`src/rtl/load_writeback_unit_pkg.sv`:
```
// Shared encodings for the load/writeback unit: register-file width codes,
// load funct3 codes, FSM state encoding and the alignment/legality check.
package load_writeback_unit_pkg;

    localparam logic [3:0] WIDTH_BYTE = 4'd1;
    localparam logic [3:0] WIDTH_HALF = 4'd2;
    localparam logic [3:0] WIDTH_WORD = 4'd4;

    localparam logic [2:0] F3_LB  = 3'b000;
    localparam logic [2:0] F3_LH  = 3'b001;
    localparam logic [2:0] F3_LW  = 3'b010;
    localparam logic [2:0] F3_LBU = 3'b100;
    localparam logic [2:0] F3_LHU = 3'b101;

    localparam logic [1:0] ST_IDLE  = 2'd0;
    localparam logic [1:0] ST_ISSUE = 2'd1;
    localparam logic [1:0] ST_WAIT  = 2'd2;
    localparam logic [1:0] ST_WB    = 2'd3;

    // Undefined funct3 is treated the same as a misaligned access.
    function automatic logic load_legal(input logic [2:0] funct3, input logic [1:0] addr_lo);
        case (funct3)
            F3_LB, F3_LBU: load_legal = 1'b1;
            F3_LH, F3_LHU: load_legal = ~addr_lo[0];
            F3_LW:         load_legal = (addr_lo == 2'b00);
            default:       load_legal = 1'b0;
        endcase
    endfunction

endpackage

```
`src/rtl/load_writeback_unit_extract.sv`:
```
// Combinational lane select and sign/zero extension of a loaded word.
module load_data_extract
    import load_writeback_unit_pkg::*;
#(
    parameter int DATA_WIDTH = 32
) (
    input  logic [DATA_WIDTH-1:0] word_i,
    input  logic [1:0]            addr_i,
    input  logic [2:0]            funct3_i,
    output logic [DATA_WIDTH-1:0] data_o,
    output logic [3:0]            width_o
);

    logic [7:0]  byte_l;
    logic [15:0] half_l;

    assign byte_l = word_i[{addr_i, 3'b000} +: 8];
    assign half_l = word_i[{addr_i[1], 4'b0000} +: 16];

    always_comb begin
        data_o  = word_i;
        width_o = WIDTH_WORD;
        case (funct3_i)
            F3_LB:  data_o = {{(DATA_WIDTH-8){byte_l[7]}}, byte_l};
            F3_LH:  data_o = {{(DATA_WIDTH-16){half_l[15]}}, half_l};
            F3_LBU: begin
                data_o  = {{(DATA_WIDTH-8){1'b0}}, byte_l};
                width_o = WIDTH_BYTE;
            end
            F3_LHU: begin
                data_o  = {{(DATA_WIDTH-16){1'b0}}, half_l};
                width_o = WIDTH_HALF;
            end
            default: ;
        endcase
    end

endmodule

```
`src/rtl/load_writeback_unit.sv`:
```
// Single-outstanding load unit: issues an aligned word read, then writes the
// extracted lane back to the register file.
module load_writeback_unit
    import load_writeback_unit_pkg::*;
#(
    parameter int REG_ADDR_WIDTH = 5,
    parameter int DATA_WIDTH     = 32
) (
    input  logic                      clk,
    input  logic                      reset,
    input  logic                      req_valid,
    output logic                      req_ready,
    input  logic [31:0]               req_addr,
    input  logic [2:0]                req_funct3,
    input  logic [REG_ADDR_WIDTH-1:0] req_rd,
    output logic                      mem_rd_valid,
    input  logic                      mem_rd_ready,
    output logic [31:0]               mem_rd_addr,
    input  logic                      mem_resp_valid,
    input  logic [DATA_WIDTH-1:0]     mem_resp_data,
    output logic                      rf_write_enable,
    output logic [3:0]                rf_write_width,
    output logic [REG_ADDR_WIDTH-1:0] rf_write_addr,
    output logic [DATA_WIDTH-1:0]     rf_write_data,
    output logic                      busy,
    output logic                      misaligned_fault
);

    logic [1:0]                state_q, state_d;
    logic                      fault_q, fault_d;
    logic [31:0]               addr_q;
    logic [2:0]                funct3_q;
    logic [REG_ADDR_WIDTH-1:0] rd_q;
    logic [DATA_WIDTH-1:0]     data_q;
    logic                      accept;

    // The cycle after a rejected request is still IDLE but must not accept.
    assign req_ready        = (state_q == ST_IDLE) && !fault_q && !reset;
    assign accept           = req_valid && req_ready;
    assign busy             = (state_q != ST_IDLE);
    assign misaligned_fault = fault_q;
    assign mem_rd_valid     = (state_q == ST_ISSUE);
    assign mem_rd_addr      = {addr_q[31:2], 2'b00};
    assign rf_write_enable  = (state_q == ST_WB) && (rd_q != '0);
    assign rf_write_addr    = rd_q;

    always_comb begin
        state_d = state_q;
        fault_d = 1'b0;
        case (state_q)
            ST_IDLE: if (accept) begin
                if (load_legal(req_funct3, req_addr[1:0])) state_d = ST_ISSUE;
                else                                       fault_d = 1'b1;
            end
            ST_ISSUE: if (mem_rd_ready)   state_d = ST_WAIT;
            ST_WAIT:  if (mem_resp_valid) state_d = ST_WB;
            ST_WB:                        state_d = ST_IDLE;
            default:                      state_d = ST_IDLE;
        endcase
    end

    always_ff @(posedge clk) begin
        if (reset) begin
            state_q  <= ST_IDLE;
            fault_q  <= 1'b0;
            addr_q   <= '0;
            funct3_q <= '0;
            rd_q     <= '0;
            data_q   <= '0;
        end else begin
            state_q <= state_d;
            fault_q <= fault_d;
            if (accept) begin
                addr_q   <= req_addr;
                funct3_q <= req_funct3;
                rd_q     <= req_rd;
            end
            if (state_q == ST_WAIT && mem_resp_valid) data_q <= mem_resp_data;
        end
    end

    load_data_extract #(.DATA_WIDTH(DATA_WIDTH)) u_extract (
        .word_i   (data_q),
        .addr_i   (addr_q[1:0]),
        .funct3_i (funct3_q),
        .data_o   (rf_write_data),
        .width_o  (rf_write_width)
    );

endmodule

```
`config.mk`:
```
export PLATFORM = sky130hd
export DESIGN_NAME = load_writeback_unit
export DESIGN_NICKNAME = d
export VERILOG_FILES = /design/src/rtl/load_writeback_unit_pkg.sv /design/src/rtl/load_writeback_unit_extract.sv /design/src/rtl/load_writeback_unit.sv
export SDC_FILE = /design/constraint.sdc
export NUM_CORES = 1
export LEC_CHECK = 0
export CAP_MARGIN = 20
export CORE_AREA = 10 10 116 118
export CTS_BUF_LIST = sky130_fd_sc_hd__clkbuf_4 sky130_fd_sc_hd__clkbuf_8 sky130_fd_sc_hd__clkbuf_16
export CTS_CLUSTER_DIAMETER = 200
export DETAILED_ROUTE_END_ITERATION = 8
export DIE_AREA = 0 0 126 128
export GPL_TIMING_DRIVEN = 1
export PLACE_DENSITY = 0.63
export SLEW_MARGIN = 25
export SYNTH_ARGS = -nofsm -noshare
export SYNTH_HDL_FRONTEND = slang
export SYNTH_HIERARCHICAL = 1
export SYNTH_SLANG_ARGS = --single-unit
```
`constraint.sdc`:
```
create_clock -name clk -period 3.15 [get_ports clk]
set_clock_uncertainty 0.1 [all_clocks]
set_input_delay 0.63 -clock clk [delete_from_list [all_inputs] [get_ports clk]]
set_output_delay 0.63 -clock clk [all_outputs]
set_load 0.05 [all_outputs]
```
==> results of run 1 <==
[kinds of logic (layout without fill, tap and decap cells)]
kind of cell               count (synthesis)  after routing
adders and majority gates                  5              5
buffers and inverters                     77            184
other                                      2              3
muxes                                     20             20
and+or+nand+nor                          212            212
DFF                                       75             75
AOI/OAI and AO/OA                        112            112
[flip-flops by register name, summed over array words and instances (netlist names)]
signal	count
data_q	32
state_q	2
funct3_q	3
addr_q	32
rf_write_addr	5
misaligned_fault	1
[power by group through the flow]
stage	logic, uW	registers (uW)	clock network (uW)
2_1_floorplan	744	1120	0
3_3_place_gp	1140	1110	0
3_5_place_dp	1160	1120	0
4_1_cts	1160	1100	1230
5_1_grt	1230	1110	1280
6_report	1150	1100	1210
[metal layers]
metal  global-route usage, %  part of all wire [%]
met5                       0                     0
met4                    5.16                   1.5
met3                    6.58                    10
met2                    24.7                    48
met1                    16.6                    41
[worst max-delay path: stages, from the launching register on]
cell and delay (ns):
dfxtp_1 0.39, buf_4 0.26, mux2_2 0.40, a32oi_4 0.52
nand2_1 0.14, buf_4 0.22
[per-stage QoR]
step,hold WS (ns),cells
5_1_grt,0.376,754
3_3_place_gp,0.342,738
3_5_place_dp,0.348,738
4_1_cts,0.357,754
6_report,0.355,754
2_1_floorplan,0.332,504
[path summary, 6_finish.rpt]
check,start,depth (start not counted),end
worst max-delay path,addr_q[1],5,rf_write_data[20]
worst max register to register,state_q[0],7,rf_write_addr[1]
worst min-delay path,addr_q[15],2,addr_q[15]
worst min register to register,addr_q[15],2,addr_q[15]
[cells in the final DEF, fill, tap and decap left out, drive strengths merged]
cell	count
and2	2
o22a	6
mux2i	15
a222oi	1
nand2	179
nor4	1
inv	8
or4	1
dfxtp	75
ha	5
o21a	3
a32oi	1
mux2	4
clkdlybuf4s50	114
nor2	3
o21bai	1
a22oi	1
a21oi	83
a22o	4
nand2b	5
o2bb2a	1
buf	46
a2bb2oi	5
mux4	1
nor3b	2
nor2b	7
nand3b	8
nor4bb	1
o21ai	2
clkbuf	9
nor3	3
conb	3
a221o	4
clkinv	4
bufinv	3
[layout make-up]
class                           count  area share, %
Clock buffer                        9           4.04
Clock inverter                      7           2.25
Inverter                            8          0.539
Multi-Input combinational cell    352           33.6
Sequential cell                    75           27.0
Tap cell                          143           3.21
Timing Repair Buffer              160           29.3
==> metrics.md, run 1 <==
| Metric | Value |
|---|---|
| Outcome | `finished clean` |
| Max-Cap Viols | `0` |
| Worst R2R Setup Slack | `1.00 ns` |
| Switching pwr | `about 1200 uW` |
| Most common cell in the netlist | `nand2_1` |
| Internal power | `between 2000 and 2500 uW` |
| Antenna diodes | `0` |
| Switching Share | `34.7%` |
| Static leakage | `between 0.002 and 0.0025 uW` |
| Post-route ant nets | `0` |
| Worst min path class | `reg -> reg` |
| Fin Setup TNS | `0 ns` |
| Drt via density | `about 4.8` |
| Worst EP required | `roughly 2.4 ns` |
| Clock power frac | `35.0%` |
| CTS tree | `done` |
| First-pass GRT wire length | `roughly 20 mm` |
| Die height | `128 um` |
| Design Area, Final | `0.00557 mm^2` |
| Post-Syn Instances | `503` |
| Post-synth top area cell | `dfxtp_1` |
| Post-synthesis compound-gate area fraction | `a little under a fifth` |
| Largest net degree at the start of global routing | `between 40 and 50` |
| Vias in the first global route | `approximately 3700` |
| Register Area | `0.00150 mm^2` |
| DRC viols | `0` |
| Comb pwr share | `approximately a third` |
| Syn Std Cell Area | `0.00379 mm^2` |
| Slew at the pin with the worst max-slew slack | `between 0.7 and 0.8 ns` |
| Post-synth top area share | `about two fifths` |
| Worst Setup Start Kind | `flip-flop` |
| Worst Path Max Fanout | `19` |
| Clock-pin slew on the worst setup and hold paths | `0.06 ns` |
| # IOs | `155` |
| Antenna violations before repair | `0` |
| Clock Latency Late Sink | `0.33 ns` |
| Register area share after synthesis | `roughly 40%` |
| Fill cells | `1080` |
| CTS Buf Count | `9` |
| Final period util | `95.4%` |
| Synth Area in Adders | `1.65%` |
| GRT Util Overall | `roughly 15%` |
| Placed Area | `around 0.0052 mm^2` |
| Primary FF master, synth | `dfxtp_1` |
| CP Capture Type | `output port` |
| First drt pass iteration count | `4` |
| Routed via count | `about 3600` |
| Post-synth EDFFs | `0` |
| CTS root buf | `clkbuf_16` |
| Die footprint | `roughly 0.016 mm^2` |
| Cts hold-fix bufs | `0` |
| Grt total ovfl | `0` |
| Final core utilization | `between 40% and 50%` |
| RSZ-0062 raised after global routing | `no` |
| Placer Congestion | `0.768` |
| Post-synthesis simple-gate area fraction | `a little under a quarter` |
| Resized cells post-CTS | `0` |
| Post-DP HPWL | `between 9 and 10 mm` |
| Ys async rst share | `0%` |
| Flops & latches, synth | `75` |
| 1st-iter DRT viols | `about 280` |
| Largest family of logic cells by synthesized area | `simple AND/OR/NAND/NOR gates` |
| Multiplexer area fraction after synthesis | `under 10%` |
| PnR Total Power | `roughly 3500 uW` |
| WP data arrival | `about 2.3 ns` |
| Slew HR | `roughly half` |
| Share of post-route cells with drive strength above 1 | `roughly 11%` |
| Peak VDD IR | `roughly 0.30 mV` |
| P per Cell Area | `just over 600 mW/mm^2` |
| IO buf count | `151` |
| Area of the multi-input gates | `~0.0019 mm^2` |
| Top cells by area, synth | `dfxtp_1 (40%), nand2_1 (18%), a21oi_1 (11%)` |
| Final Net Count | `~700` |
| Setup Viol. Count Final | `0` |
| Die W | `around 130 um` |
| Setup bufs post-CTS | `0` |
| Clock buffer depth | `2` |
| Endpoints failing hold | `0` |
| P&R area growth vs syn | `47.1%` |
| WL/cell | `16.3 um` |
| Pins Over Slew Limit | `0` |
| Seq pwr share | `a little under a third` |
| Ys Warns | `6` |
| Initial Util | `approximately a third` |
| Post-Synth XOR/XNOR Area | `0%` |
| Synth cell types | `37` |
| H-Tree Depth | `3` |
| Rows | `39` |
| Synthesized area per cell | `about 7.5 um^2` |
| Minimum clock period | `around 3 ns` |
| WS Path Type | `reg -> out` |
| WL final | `approximately 12 mm` |
| Clock sink total | `75` |
| Core area | `0.0112 mm^2` |
| Pre-CTS setup slack | `just under 0.5 ns` |
| Fmax achieved | `between 0.3 and 0.4 GHz` |
| Commonest cells post-synth | `nand2_1 (179), a21oi_1 (83), dfxtp_1 (75)` |
| Worst setup slack after layout | `0.144 ns` |
No activity file was read; power rests on OpenSTA's default activity.
==> run 2: changes to the inputs <==
--- a/config.mk
+++ b/config.mk
@@ -13,6 +13,7 @@
 export DIE_AREA = 0 0 126 128
 export GPL_TIMING_DRIVEN = 1
 export PLACE_DENSITY = 0.63
+export RECOVER_POWER = 25
 export SLEW_MARGIN = 25
 export SYNTH_ARGS = -nofsm -noshare
 export SYNTH_HDL_FRONTEND = slang
==> metrics.md, run 2 (synthesized netlist as in run 1, its figures left out) <==
| Metric | Value |
|---|---|
| Die height | `about 130 um` |
| Worst r2r src | `state_q[0]` |
| Grt total ovfl | `0` |
| Worst EP required | `around 2.4 ns` |
| RSZ-0062 raised after global routing | `no` |
| Rows | `39` |
| Final Net Count | `688` |
| Most frequent cells in the layout | `nand2_1 (179), clkdlybuf4s50_1 (114), a21oi_1 (83)` |
| Fin Setup TNS | `0 ns` |
| Crit path launch | `addr_q[1]` |
| Antenna diodes | `0` |
| Slew HR | `between 40% and 50%` |
| Non-Filler Instances | `754` |
| Worst setup slack after layout | `around 0.14 ns` |
| Clock buffer depth | `2` |
| Drt via density | `4.84` |
| Worst Setup Start Kind | `flip-flop` |
| Placer Congestion | `0.768` |
| P&R area growth vs syn | `47.0%` |
| Most common cell after layout, fill and taps aside | `nand2_1` |
| Die footprint | `about 0.016 mm^2` |
| 1st-iter DRT viols | `283` |
| Setup Viol. Count Final | `0` |
| CTS Buf Count | `9` |
| Clock-pin slew on the worst setup and hold paths | `about 0.060 ns` |
| DRC viols | `0` |
| WL final | `roughly 12 mm` |
| Cell count after placement | `738` |
| Post-route ant nets | `0` |
| GRT Util Overall | `between 10 and 15%` |
| CTS tree | `done` |
| H-Tree Depth | `3` |
| Worst min path class | `reg -> reg` |
| Largest net degree at the start of global routing | `42` |
| WS Path Type | `reg -> out` |
| Outcome | `finished clean` |
| Die W | `126 um` |
| Max-Cap Viols | `0` |
| Peak VDD IR | `0.299 mV` |
| Fill cells | `1079` |
| Clock Latency Late Sink | `0.33 ns` |
| First-pass GRT wire length | `slightly below 20 mm` |
| Fmax achieved | `between 0.3 and 0.4 GHz` |
| Worst Path Max Fanout | `19` |
| Core area | `between 0.01 and 0.015 mm^2` |
| Antenna violations before repair | `0` |
| CTS root buf | `clkbuf_16` |
| Minimum clock period | `3.01 ns` |
| Slew at the pin with the worst max-slew slack | `roughly 0.84 ns` |
| Min-delay src | `addr_q[15]` |
| Final period util | `a little over nine tenths` |
| CP Capture Type | `output port` |
| Pins Over Slew Limit | `0` |
| Setup bufs post-CTS | `0` |
| Pre-CTS setup slack | `just under 0.5 ns` |
| Share of post-route cells with drive strength above 1 | `between 10% and 20%` |
| WHS | `0.355 ns` |
| Initial Util | `between 30% and 40%` |
| Endpoints failing hold | `0` |
| WL/cell | `between 15 and 20 um` |
| Static leakage | `around 0.0022 uW` |
| Routed via count | `approximately 3600` |
| IO buf count | `151` |
| Resized cells post-CTS | `0` |
| WP data arrival | `around 2.3 ns` |
| Clock sink total | `75` |
| Cts hold-fix bufs | `0` |
| # IOs | `155` |
| First drt pass iteration count | `4` |
| P per Cell Area | `621 mW/mm^2` |
| Vias in the first global route | `about 3700` |
| Post-DP HPWL | `9.23 mm` |
==> run 2: changes by cell type in the layout (fill, tap and decap cells not counted) <==
cell	change
buf_4	-1
clkbuf_2	+1
==> run 2: worst max-delay path, stage by stage (launching register included) <==
cell	delay, ns
dfxtp_1	0.39
buf_4	0.27
mux2_2	0.40
a32oi_4	0.52
nand2_1	0.14
buf_4	0.22
==> run 2: worst paths after layout <==
| check | end | slack [ns] | cells past startpoint |
|---|---|---|---|
| worst min-delay path | addr_q[15] | 0.35 | 2 |
| worst max-delay path | rf_write_data[20] | 0.14 | 5 |
| worst min register to register | addr_q[15] | 0.35 | 2 |
| worst max register to register | rf_write_addr[1] | 1.00 | 7 |
==> run 2: metrics by stage <==
stage               utilization, %  power (uW)  area [um^2]
floorplan                        -        1870         3790
global placement              46.5        2260         5220
detailed placement            46.5        2280         5220
CTS                           49.6        3500         5570
global route                  49.6        3610         5570
finish                        49.6        3460         5570
==> run 2: layout make-up <==
class,instances,area (um^2),area share [%]
multi-input cells,352,1870,33.7
repair buffers,160,1630,29.3
flip-flops and latches,75,1500,27.0
clock buffers,9,225,4.05
well taps,143,179,3.21
clock inverters,7,125,2.25
inverters,8,30.0,0.540
==> run 2: power breakdown <==
part | internal [uW] | total [uW] | switching (uW)
combinational | 446 | 1150 | 704
clock | 781 | 1210 | 428
sequential | 1030 | 1100 | 66.4
total | 2260 | 3460 | 1200
==> run 2: layer usage <==
layer  vias up  track usage (%)  wire length [um]  part of all wire, %
li1       1831                -                 -                    -
met1      1674             16.6              5110                   41
met2       127             24.7              5820                   47
met3        14             6.58              1200                  9.8
met4         0             5.16               179                  1.5
met5         -                0                 0                    0
==> run 3: changes to the inputs <==
--- a/config.mk
+++ b/config.mk
@@ -6,14 +6,15 @@
 export NUM_CORES = 1
 export LEC_CHECK = 0
 export CAP_MARGIN = 20
-export CORE_AREA = 10 10 116 118
+export CORE_AREA = 2 2 108 110
 export CTS_BUF_LIST = sky130_fd_sc_hd__clkbuf_4 sky130_fd_sc_hd__clkbuf_8 sky130_fd_sc_hd__clkbuf_16
 export CTS_CLUSTER_DIAMETER = 200
 export DETAILED_ROUTE_END_ITERATION = 8
-export DIE_AREA = 0 0 126 128
+export DIE_AREA = 0 0 110 112
 export GPL_TIMING_DRIVEN = 1
 export PLACE_DENSITY = 0.63
 export RECOVER_POWER = 25
+export SKIP_CTS_REPAIR_TIMING = 1
 export SLEW_MARGIN = 25
 export SYNTH_ARGS = -nofsm -noshare
 export SYNTH_HDL_FRONTEND = slang
==> metrics.md, run 3 (synthesized netlist as in run 1, its figures left out) <==
| Metric | Value |
|---|---|
| Largest net degree at the start of global routing | `77` |
| P&R area growth vs syn | `47.2%` |
| Clock sink total | `75` |
| First-pass GRT wire length | `17.8 mm` |
| Slew at the pin with the worst max-slew slack | `1.43 ns` |
| Design Area, Final | `around 0.0056 mm^2` |
| Slew HR | `between 4 and 5%` |
| WP data arrival | `roughly 2.3 ns` |
| Pins Over Slew Limit | `0` |
| Share of post-route cells with drive strength above 1 | `between 10% and 20%` |
| Initial Util | `between 30% and 40%` |
| Worst R2R Path Depth | `6` |
| Routed via count | `3624` |
| CTS tree | `done` |
| Placed Area | `approximately 0.0052 mm^2` |
| Antenna violations before repair | `0` |
| Worst setup slack after layout | `around 0.17 ns` |
| Post-route ant nets | `0` |
| Most common cell after layout, fill and taps aside | `nand2_1` |
| H-Tree Depth | `3` |
| Setup Viol. Count Final | `0` |
| Drt via density | `4.81` |
| Pre-CTS setup slack | `0.505 ns` |
| Reg-to-Reg End | `data_q[28]` |
| Die height | `~110 um` |
| Worst Setup Start Kind | `flip-flop` |
| Most frequent cells in the layout | `nand2_1 (179), clkdlybuf4s50_1 (113), a21oi_1 (83)` |
| CTS root buf | `clkbuf_16` |
| Worst R2R Setup Slack | `~0.78 ns` |
| Die W | `between 100 and 150 um` |
| RSZ-0062 raised after global routing | `no` |
| Slowest cell on crit path | `mux4_2` |
| P per Cell Area | `615 mW/mm^2` |
| WL final | `around 11 mm` |
| First drt pass iteration count | `4` |
| Hold path depth | `2` |
| Worst EP required | `2.42 ns` |
| Vias in the first global route | `approximately 3600` |
| Slowest stage delay, CP | `0.60 ns` |
| Post-DP HPWL | `7.83 mm` |
| Cell count after placement | `around 740` |
| Die footprint | `roughly 0.012 mm^2` |
| Max-Cap Viols | `0` |
| Antenna diodes | `0` |
| Critical path cell sequence | `mux4_2, a32oi_4, nand2_1, buf_4` |
| Non-Filler Instances | `754` |
| GR met1 Demand/Resource | `between 20% and 30%` |
| Grt total ovfl | `0` |
| Fin Setup TNS | `0 ns` |
| Clock Latency Late Sink | `about 0.33 ns` |
| GRT Util Overall | `18.4%` |
| CTS Buf Count | `9` |
| IO buf count | `~150` |
| Placer Congestion | `about 0.84` |
| CP Capture Type | `output port` |
| Final Net Count | `roughly 690` |
| Minimum clock period | `about 3 ns` |
| Clock buffer depth | `2` |
| WL/cell | `~15 um` |
| Met2 usage | `between 20 and 30%` |
| Min-delay src | `addr_q[9]` |
| Clock-pin slew on the worst setup and hold paths | `0.06 ns` |
| Hold Path End | `addr_q[9]` |
| 1st-iter DRT viols | `about 160` |
| Fmax achieved | `between 0.3 and 0.4 GHz` |
| Peak VDD IR | `between 0.3 and 0.4 mV` |
| WS Path Type | `reg -> out` |
| Worst r2r src | `state_q[0]` |
| GRT met3 Usage | `between 6 and 7%` |
| Core area | `0.0112 mm^2` |
| Static leakage | `0.00218 uW` |
| Endpoints failing hold | `0` |
| Rows | `39` |
| DRC viols | `0` |
| Busiest grt layer | `met2` |
| Final period util | `between 90% and 100%` |
| Worst min path class | `reg -> reg` |
| Final core utilization | `between 40 and 50%` |
| Worst Path Max Fanout | `16` |
| # IOs | `between 150 and 200` |
| Outcome | `finished clean` |
## run 3: power breakdown
| part | switching (uW) | internal [uW] | leakage (uW) |
|---|---|---|---|
| registers | 70.5 | 1030 | 0.000608 |
| clock network | 382 | 801 | 0.000173 |
| logic | 690 | 452 | 0.00140 |
## run 3: metrics by stage
step	hold slack (ns)	power [uW]
2_1_floorplan	0.332	1870
3_3_place_gp	0.341	2250
3_5_place_dp	0.346	2270
4_1_cts	0.354	3480
5_1_grt	0.373	3590
6_report	0.351	3430
## run 3: layout make-up
class | count | area, um^2
inverter | 8 | 30.0
tap | 143 | 179
fill | 1089 | 5600
sequential | 75 | 1500
timing repair buffer | 160 | 1640
clock inverter | 5 | 100
multi-input combinational | 352 | 1870
clock buffer | 11 | 246
## run 3: per-layer routing
metal / vias up / wire length, um
li1: 1826 / -
met4: 0 / 113
met2: 125 / 5240
met3: 8 / 951
met5: - / 0
met1: 1665 / 4640
## run 3: how the worst max path moves through the flow
stage	startpoint	to	depth (start not counted)	slack, ns
CTS	addr_q[1]	rf_write_data[22]	4	0.13
floorplan	reset	rf_write_addr[1]	5	0.41
finish	addr_q[1]	rf_write_data[30]	4	0.17
global placement	addr_q[1]	rf_write_data[22]	4	0.58
global route	addr_q[1]	rf_write_data[27]	4	0.02
detailed placement	addr_q[1]	rf_write_data[22]	4	0.51
## run 3: worst max-delay path, delay by kind of cell (launching register included)
family | cells | cell delay (ns)
buf+inv | 1 | 0.22
flops | 1 | 0.54
compound gates | 1 | 0.44
simple gates | 1 | 0.12
mux | 1 | 0.60
